`config.mk`:
```
export PLATFORM = sky130hd
export DESIGN_NAME = fetch_ctrl_flat
export DESIGN_NICKNAME = d
export VERILOG_FILES = /design/src/rtl/fetch_ctrl_pkg.sv /design/src/rtl/fetch_ctrl_if.sv /design/src/rtl/fetch_ctrl_redirect_arb.sv /design/src/rtl/fetch_ctrl.sv /design/src/flat_wrapper.sv
export SDC_FILE = /design/constraint.sdc
export NUM_CORES = 1
export LEC_CHECK = 0
export ABC_AREA = 1
export CAP_MARGIN = 40
export CORE_ASPECT_RATIO = 1.75
export CORE_MARGIN = 2
export CORE_UTILIZATION = 40
export CTS_BUF_LIST = sky130_fd_sc_hd__clkbuf_4 sky130_fd_sc_hd__clkbuf_8
export DETAILED_ROUTE_END_ITERATION = 12
export PLACE_DENSITY = 0.75
export SLEW_MARGIN = 30
export SYNTH_ARGS = -nofsm -noshare
export SYNTH_HDL_FRONTEND = slang
export SYNTH_SLANG_ARGS = --single-unit
```
`constraint.sdc`:
```
create_clock -name clk -period 3.7 [get_ports clk]
set_clock_uncertainty 0.05 [all_clocks]
set_input_delay 0.925 -clock clk [delete_from_list [all_inputs] [get_ports clk]]
set_output_delay 0.925 -clock clk [all_outputs]
set_load 0.02 [all_outputs]
```
`src/rtl/fetch_ctrl_pkg.sv`:
```
// Shared types and constants for the fetch-stage sequencer.
// Optional feature macro: FETCH_SKID_EN (one-entry skid buffer on the decode side).
package fetch_ctrl_pkg;

    typedef logic        u1;
    typedef logic [31:0] u32;
    typedef logic [63:0] u64;

    typedef enum logic [1:0] {
        REQ  = 2'd0,
        WAIT = 2'd1,
        HOLD = 2'd2
    } fetch_state_t;

    typedef struct packed {
        u1  valid;
        u64 target;
    } redirect_t;

    localparam u64 FETCH_ALIGN_MASK = ~64'h3;

    function automatic u64 fetch_align(input u64 addr);
        return addr & FETCH_ALIGN_MASK;
    endfunction

endpackage

```
`src/rtl/fetch_ctrl_if.sv`:
```
// Instruction-bus request/response and fetch-to-decode handshake bundle.
// master = fetch sequencer, slave = ibus + decode side.
interface fetch_ctrl_if;
    import fetch_ctrl_pkg::*;

    u1  ireq_valid;
    u64 ireq_addr;
    u1  ireq_ready;
    u1  iresp_valid;
    u32 iresp_data;
    u1  f_valid;
    u64 f_pc;
    u32 f_instr;
    u1  f_ready;

    modport master (
        output ireq_valid, ireq_addr,
        input  ireq_ready, iresp_valid, iresp_data,
        output f_valid, f_pc, f_instr,
        input  f_ready
    );

    modport slave (
        input  ireq_valid, ireq_addr,
        output ireq_ready, iresp_valid, iresp_data,
        input  f_valid, f_pc, f_instr,
        output f_ready
    );

endinterface

```
`src/rtl/fetch_ctrl_redirect_arb.sv`:
```
// Fixed-priority redirect select: trap entry beats mret beats branch/jump.
module redirect_arb
    import fetch_ctrl_pkg::*;
(
    input  u1         i_exception,
    input  u64        i_mtvec,
    input  u1         i_mret,
    input  u64        i_mepc,
    input  u1         i_jump,
    input  u64        i_pcjump,
    output redirect_t o_redirect
);

    always_comb begin
        o_redirect = '0;
        if (i_exception) begin
            o_redirect.valid  = 1'b1;
            o_redirect.target = fetch_align(i_mtvec);
        end else if (i_mret) begin
            o_redirect.valid  = 1'b1;
            o_redirect.target = fetch_align(i_mepc);
        end else if (i_jump) begin
            o_redirect.valid  = 1'b1;
            o_redirect.target = i_pcjump;
        end
    end

endmodule

```
`src/rtl/fetch_ctrl.sv`:
```
// Fetch-stage sequencer: owns the fetch PC, issues one outstanding ibus request and
// hands words to decode. Define FETCH_SKID_EN for the skid-buffered 1-word/cycle variant.
module fetch_ctrl
    import fetch_ctrl_pkg::*;
#(
    parameter u64 RESET_PC = 64'h8000_0000
) (
    input  logic         clk,
    input  logic         rst_n,
    input  u1            i_exception,
    input  u64           i_mtvec,
    input  u1            i_mret,
    input  u64           i_mepc,
    input  u1            i_jump,
    input  u64           i_pcjump,
    fetch_ctrl_if.master bus
);

    fetch_state_t r_state, w_state_nxt;
    u64           r_pc, w_pc_nxt;
    u1            r_drop, w_drop_nxt;
    u1            r_f_valid, w_f_valid_nxt;
    u64           r_f_pc, w_f_pc_nxt;
    u32           r_f_instr, w_f_instr_nxt;
    u1            w_ireq_valid;
    u64           w_ireq_addr;
    redirect_t    w_rd;

    redirect_arb u_redirect_arb (
        .i_exception (i_exception),
        .i_mtvec     (i_mtvec),
        .i_mret      (i_mret),
        .i_mepc      (i_mepc),
        .i_jump      (i_jump),
        .i_pcjump    (i_pcjump),
        .o_redirect  (w_rd)
    );

`ifdef FETCH_SKID_EN
    u1  r_sk_valid, w_sk_valid_nxt;
    u64 r_sk_pc, w_sk_pc_nxt;
    u32 r_sk_instr, w_sk_instr_nxt;
    u1  w_f_acc;
    u1  w_room;

    assign w_f_acc = r_f_valid && bus.f_ready;
    // The skid is always empty while a request is outstanding, so f_* is the only slot to check.
    assign w_room  = !r_f_valid || w_f_acc;

    always_comb begin
        w_state_nxt    = r_state;
        w_pc_nxt       = r_pc;
        w_drop_nxt     = r_drop;
        w_f_valid_nxt  = r_f_valid;
        w_f_pc_nxt     = r_f_pc;
        w_f_instr_nxt  = r_f_instr;
        w_sk_valid_nxt = r_sk_valid;
        w_sk_pc_nxt    = r_sk_pc;
        w_sk_instr_nxt = r_sk_instr;
        w_ireq_valid   = 1'b0;
        w_ireq_addr    = r_pc;

        if (w_f_acc) begin
            if (r_sk_valid) begin
                w_f_pc_nxt     = r_sk_pc;
                w_f_instr_nxt  = r_sk_instr;
                w_sk_valid_nxt = 1'b0;
            end else begin
                w_f_valid_nxt  = 1'b0;
            end
        end

        case (r_state)
            REQ: begin
                w_ireq_valid = rst_n && !r_sk_valid;
                if (w_rd.valid) w_pc_nxt = w_rd.target;
                if (w_ireq_valid && bus.ireq_ready) begin
                    w_state_nxt = WAIT;
                    w_drop_nxt  = w_rd.valid;
                end
            end
            WAIT: begin
                if (w_rd.valid) begin
                    w_pc_nxt = w_rd.target;
                    if (bus.iresp_valid) begin
                        w_state_nxt = REQ;
                        w_drop_nxt  = 1'b0;
                    end else begin
                        w_drop_nxt  = 1'b1;
                    end
                end else if (bus.iresp_valid && r_drop) begin
                    w_state_nxt = REQ;
                    w_drop_nxt  = 1'b0;
                end else if (bus.iresp_valid) begin
                    w_pc_nxt = r_pc + 64'd4;
                    if (w_room) begin
                        w_f_valid_nxt = 1'b1;
                        w_f_pc_nxt    = r_pc;
                        w_f_instr_nxt = bus.iresp_data;
                        // Chain the next request into the response cycle for 1 word/cycle.
                        w_ireq_valid  = 1'b1;
                        w_ireq_addr   = r_pc + 64'd4;
                        w_state_nxt   = bus.ireq_ready ? WAIT : REQ;
                    end else begin
                        w_sk_valid_nxt = 1'b1;
                        w_sk_pc_nxt    = r_pc;
                        w_sk_instr_nxt = bus.iresp_data;
                        w_state_nxt    = REQ;
                    end
                end
            end
            default: w_state_nxt = REQ;
        endcase

        if (w_rd.valid) begin
            w_f_valid_nxt  = 1'b0;
            w_sk_valid_nxt = 1'b0;
        end
    end

    always_ff @(posedge clk or negedge rst_n) begin
        if (!rst_n) begin
            r_sk_valid <= 1'b0;
            r_sk_pc    <= '0;
            r_sk_instr <= '0;
        end else begin
            r_sk_valid <= w_sk_valid_nxt;
            r_sk_pc    <= w_sk_pc_nxt;
            r_sk_instr <= w_sk_instr_nxt;
        end
    end
`else
    always_comb begin
        w_state_nxt   = r_state;
        w_pc_nxt      = r_pc;
        w_drop_nxt    = r_drop;
        w_f_valid_nxt = r_f_valid;
        w_f_pc_nxt    = r_f_pc;
        w_f_instr_nxt = r_f_instr;
        w_ireq_valid  = 1'b0;
        w_ireq_addr   = r_pc;

        case (r_state)
            REQ: begin
                w_ireq_valid = rst_n;
                if (w_rd.valid) w_pc_nxt = w_rd.target;
                // A redirect racing the handshake leaves a stale request in flight.
                if (bus.ireq_ready) begin
                    w_state_nxt = WAIT;
                    w_drop_nxt  = w_rd.valid;
                end
            end
            WAIT: begin
                if (w_rd.valid) begin
                    w_pc_nxt = w_rd.target;
                    if (bus.iresp_valid) begin
                        w_state_nxt = REQ;
                        w_drop_nxt  = 1'b0;
                    end else begin
                        w_drop_nxt  = 1'b1;
                    end
                end else if (bus.iresp_valid && r_drop) begin
                    w_state_nxt = REQ;
                    w_drop_nxt  = 1'b0;
                end else if (bus.iresp_valid) begin
                    w_f_valid_nxt = 1'b1;
                    w_f_pc_nxt    = r_pc;
                    w_f_instr_nxt = bus.iresp_data;
                    w_pc_nxt      = r_pc + 64'd4;
                    w_state_nxt   = HOLD;
                end
            end
            HOLD: begin
                if (w_rd.valid) begin
                    w_f_valid_nxt = 1'b0;
                    w_pc_nxt      = w_rd.target;
                    w_state_nxt   = REQ;
                end else if (bus.f_ready) begin
                    w_f_valid_nxt = 1'b0;
                    w_state_nxt   = REQ;
                end
            end
            default: w_state_nxt = REQ;
        endcase
    end
`endif

    always_ff @(posedge clk or negedge rst_n) begin
        if (!rst_n) begin
            r_state   <= REQ;
            r_pc      <= RESET_PC;
            r_drop    <= 1'b0;
            r_f_valid <= 1'b0;
            r_f_pc    <= '0;
            r_f_instr <= '0;
        end else begin
            r_state   <= w_state_nxt;
            r_pc      <= w_pc_nxt;
            r_drop    <= w_drop_nxt;
            r_f_valid <= w_f_valid_nxt;
            r_f_pc    <= w_f_pc_nxt;
            r_f_instr <= w_f_instr_nxt;
        end
    end

    assign bus.ireq_valid = w_ireq_valid;
    assign bus.ireq_addr  = w_ireq_addr;
    assign bus.f_valid    = r_f_valid;
    assign bus.f_pc       = r_f_pc;
    assign bus.f_instr    = r_f_instr;

endmodule

```
`src/flat_wrapper.sv`:
```
// flat-port wrapper written by rule: the top's interface ports become plain ports
module fetch_ctrl_flat import fetch_ctrl_pkg::*;
#(
    parameter u64 RESET_PC = 64'h8000_0000
)
  (clk, rst_n, i_exception, i_mtvec, i_mret, i_mepc, i_jump, i_pcjump, bus_ireq_valid, bus_ireq_addr, bus_ireq_ready, bus_iresp_valid, bus_iresp_data, bus_f_valid, bus_f_pc, bus_f_instr, bus_f_ready);
  fetch_ctrl_if bus_i ();
  input  logic clk;
  input  logic rst_n;
  input  u1 i_exception;
  input  u64 i_mtvec;
  input  u1 i_mret;
  input  u64 i_mepc;
  input  u1 i_jump;
  input  u64 i_pcjump;
  output wire logic [$bits(bus_i.ireq_valid)-1:0] bus_ireq_valid;
  output wire logic [$bits(bus_i.ireq_addr)-1:0] bus_ireq_addr;
  input wire logic [$bits(bus_i.ireq_ready)-1:0] bus_ireq_ready;
  input wire logic [$bits(bus_i.iresp_valid)-1:0] bus_iresp_valid;
  input wire logic [$bits(bus_i.iresp_data)-1:0] bus_iresp_data;
  output wire logic [$bits(bus_i.f_valid)-1:0] bus_f_valid;
  output wire logic [$bits(bus_i.f_pc)-1:0] bus_f_pc;
  output wire logic [$bits(bus_i.f_instr)-1:0] bus_f_instr;
  input wire logic [$bits(bus_i.f_ready)-1:0] bus_f_ready;
  assign bus_ireq_valid = bus_i.ireq_valid;
  assign bus_ireq_addr = bus_i.ireq_addr;
  assign bus_i.ireq_ready = bus_ireq_ready;
  assign bus_i.iresp_valid = bus_iresp_valid;
  assign bus_i.iresp_data = bus_iresp_data;
  assign bus_f_valid = bus_i.f_valid;
  assign bus_f_pc = bus_i.f_pc;
  assign bus_f_instr = bus_i.f_instr;
  assign bus_i.f_ready = bus_f_ready;
  fetch_ctrl #(.RESET_PC(RESET_PC)) u_core (.clk(clk), .rst_n(rst_n), .i_exception(i_exception), .i_mtvec(i_mtvec), .i_mret(i_mret), .i_mepc(i_mepc), .i_jump(i_jump), .i_pcjump(i_pcjump), .bus(bus_i));
endmodule
```
==> impl_metrics.tcl <==
set metrics [dict create \
    timing.final.max_slew_violations 0 \
    cap_viol_max_count 0 \
    num-fill-cells 2252 \
    routed_wl_um 39500 \
    yosys_register_bits 164 \
    synth_fp_nets 1585 \
    yosysWarningCount 0 \
    fp.dieH_um 210 \
    routed_via_density 5.26 \
    netlist_top_cells_count "sky130_fd_sc_hd__nand2_1, sky130_fd_sc_hd__dfrtp_1, sky130_fd_sc_hd__inv_1" \
    cts_num_sinks 164 \
    number_of_drc_violations_after_detailed_routing_iteration_0 738 \
    ctsHoldBuffers 0 \
    hold_path.class "in2async" \
    layout_setup_ws_ns 0.731 \
    worst_setup_ep_type "output port" \
    dr.pass1.iters 5 \
    route.met3.wl_um 2140 \
    critical_path.cell_chain "buf_6 > inv_1 > nor2_1 > clkdlybuf4s50_1" \
    setup-tns-final_ns 0 \
    slowest_delay_ns 0.62 \
    worst-endpoint-required_ns 2.72 \
    dpl.hpwl_um 31200 \
    antenna-diode-count 0 \
    synth_most_common_cell "sky130_fd_sc_hd__nand2_1" \
    core_region_area_um2 23900 \
    cts_post_setup_buffers_inserted 0 \
    first_global_vias 10632 \
    multiInputGateArea_um2 4880 \
    gr_util_all_layers 0.311 \
    tightest_slew_ns 0.778 \
    pd_cells_nw_per_um2 549 \
    rr_startpoint "u_core.bus.ireq_addr[2]" \
    clkSlewWorstSetupHoldPaths_ns 0.09 \
    drive_gt1_frac 0.0654 \
    grt_remaining_overflow 0 \
    num_rows 75 \
    synth_async_sr_flop_share 1.00 \
    met2_wire_length_um 21000 \
    max_freq_mhz 337 \
    tritoncts "yes" \
    clk-insertion-delay-late_ns 0.48 \
    drc_errors 0 \
    min_period_ns 2.97 \
    io_buffer_count 389 \
    cts-htree-levels 4 \
    cts_inserted_buffers 17 \
    io_pins 394 \
    setup-violations-final 0 \
    ys_seq_area_frac 0.424 \
    largest_net_degree_at_the_start_of_global_routing 69 \
    critical_path_arrival_ns 1.99 \
    antenna_left 0 \
    vias 10712 \
    maxUsedRoutingLayer "met4" \
    netlist-cell-type-count 39 \
    timing.critical_path.slowest_stage_cell "sky130_fd_sc_hd__clkdlybuf4s50_1" \
    run_status "finished, final reports clean" \
    synth_area_per_cell_um2 7.16 \
    postSynth.topFlopCell "sky130_fd_sc_hd__dfrtp_1" \
    routedLengthMet1_um 14500 \
    power.static_leakage_nw 6.23 \
    die_x_um 122 \
    timing.critical_path.fanout_max 31 \
    maximum_count_of_clock_buffers_along_a_single_path 2 \
    unrepaired_setup_endpoints_after_global_routing "false" \
    post-route-period-util 0.802 \
    place.gp.congestion 1.02 \
    post_drt_wl_per_cell_um 19.4 \
    synth_largest_type_area_fraction 0.421 \
    worst_ir_drop_vdd_uv 382 \
    clock-root-buffer "sky130_fd_sc_hd__clkbuf_8" \
    syn-instance-count 1352 \
    synth_largest_area_cell "sky130_fd_sc_hd__dfrtp_1" \
    initial_antenna_violation_count 0 \
    worst_slew_margin_rel 0.477 \
    global_route_wire_length_before_repair_um 60100 \
    start_util 0.405 \
    area.growth.synth_to_final_pct 48.2 \
    setup_slack_of_the_most_critical_reg_to_reg_path_ns 1.28 \
    syn-cell-area_um2 9680 \
    critical_path_class "in2out" \
    post_cts.resized_instances 0 \
    synth_top_cells_by_area "sky130_fd_sc_hd__dfrtp_1, sky130_fd_sc_hd__nand2_1, sky130_fd_sc_hd__nand4_1, sky130_fd_sc_hd__o21ai_0, sky130_fd_sc_hd__nand3_1" \
    dp_slack_ns 0.614 \
    r2r.worst_path.cells 9 \
    synth_edf_count 0 \
    num-nets-final 1948 \
    die-area_um2 25500 \
    flip_flop_and_latch_area_um2 4110 \
    cp-start-kind "primary input" \
    worst_r2r_endpoint "u_core.bus.ireq_addr[30]" \
    finalHoldViolCount 0 \
]
[critical path, delay by kind of cell]
kind	cells	cell delay (ns)
buf+inv	3	0.95
simple gates	1	0.11
[sequential cells by signal, summed over array words and instances (netlist names)]
register              count
u_core.r_state            2
u_core.bus.f_instr       32
u_core.bus.f_pc          64
u_core.bus.ireq_addr     64
u_core.bus.f_valid        1
u_core.r_drop             1
[cells by family (layout without fill, tap and decap cells)]
| logic type | after synthesis | in the layout | share of synthesized area |
|---|---|---|---|
| AO/OA/AOI/OAI | 155 | 155 | 0.0863 |
| AND/OR/NAND/NOR | 797 | 797 | 0.357 |
| buffers and inverters | 182 | 558 | 0.0743 |
| flip-flops | 164 | 164 | 0.424 |
| XOR/XNOR | 19 | 19 | 0.0172 |
| multiplexers | 34 | 34 | 0.0396 |
| adder cells (fa/ha/maj) | 1 | 1 | 0.00129 |
[power breakdown]
part	switching (mW)	internal [mW]
Clock	0.693	0.672
Sequential	0.496	2.39
Combinational	1.93	1.68
[stage by stage]
step	std cells	power [mW]	hold slack [ns]	cell area [um^2]	utilization
CTS	2035	7.93	0.241	14300	0.598
detailed placement	2003	6.55	0.423	13900	0.581
global placement	2002	6.47	0.416	13900	0.580
global route	2036	8.32	0.258	14300	0.599
finish	2036	7.87	0.258	14300	0.599
floorplan	1352	4.53	0.479	9680	-
[layer usage]
layer | track usage | up-vias
li1 | - | 5156
met3 | 0.0478 | 86
met2 | 0.573 | 426
met1 | 0.345 | 5044
met5 | 0 | -
met4 | 0.143 | 0
[cell usage in the layout (no fill, tap or decap), types with 3 or more instances in the layout]
cell,Yosys,routed
sky130_fd_sc_hd__o21ai_0,96,96
sky130_fd_sc_hd__nand2_2,5,5
sky130_fd_sc_hd__buf_12,0,4
sky130_fd_sc_hd__o22ai_1,6,6
sky130_fd_sc_hd__inv_1,117,117
sky130_fd_sc_hd__xor2_1,18,18
sky130_fd_sc_hd__nand2_1,474,472
sky130_fd_sc_hd__nand4_1,80,80
sky130_fd_sc_hd__clkinvlp_4,0,3
sky130_fd_sc_hd__clkdlybuf4s50_1,0,387
sky130_fd_sc_hd__mux2_2,34,34
sky130_fd_sc_hd__clkinv_4,0,3
sky130_fd_sc_hd__nor2_2,7,5
sky130_fd_sc_hd__clkbuf_8,0,20
sky130_fd_sc_hd__dfrtp_1,163,163
sky130_fd_sc_hd__o211ai_1,6,6
sky130_fd_sc_hd__nand3_1,93,93
sky130_fd_sc_hd__nor2_4,5,7
sky130_fd_sc_hd__nor2_1,95,95
sky130_fd_sc_hd__a21oi_1,20,20
sky130_fd_sc_hd__nor3_1,33,33
sky130_fd_sc_hd__o21ai_1,15,15
sky130_fd_sc_hd__buf_4,2,11
[final cells by class]
cell class,count,share of cell area
multi-input cells,1006,0.340
repair buffers,406,0.286
flip-flops and latches,164,0.286
inverters,120,0.0314
well taps,308,0.0269
clock buffers,22,0.0202
clock inverters,10,0.00855
[worst max path at each step]
stage          cells after the start  slack (ns)                  endpoint  startpoint
2_1_floorplan                      2        1.49            bus_ireq_valid       rst_n
3_3_place_gp                       9        0.64  u_core.bus.ireq_addr[58]      i_mret
3_5_place_dp                       9        0.61  u_core.bus.ireq_addr[58]      i_mret
4_1_cts                            4        0.72            bus_ireq_valid       rst_n
5_1_grt                            4        0.59            bus_ireq_valid       rst_n
6_report                           4        0.73            bus_ireq_valid       rst_n
Power figures use the tool's default switching activity.
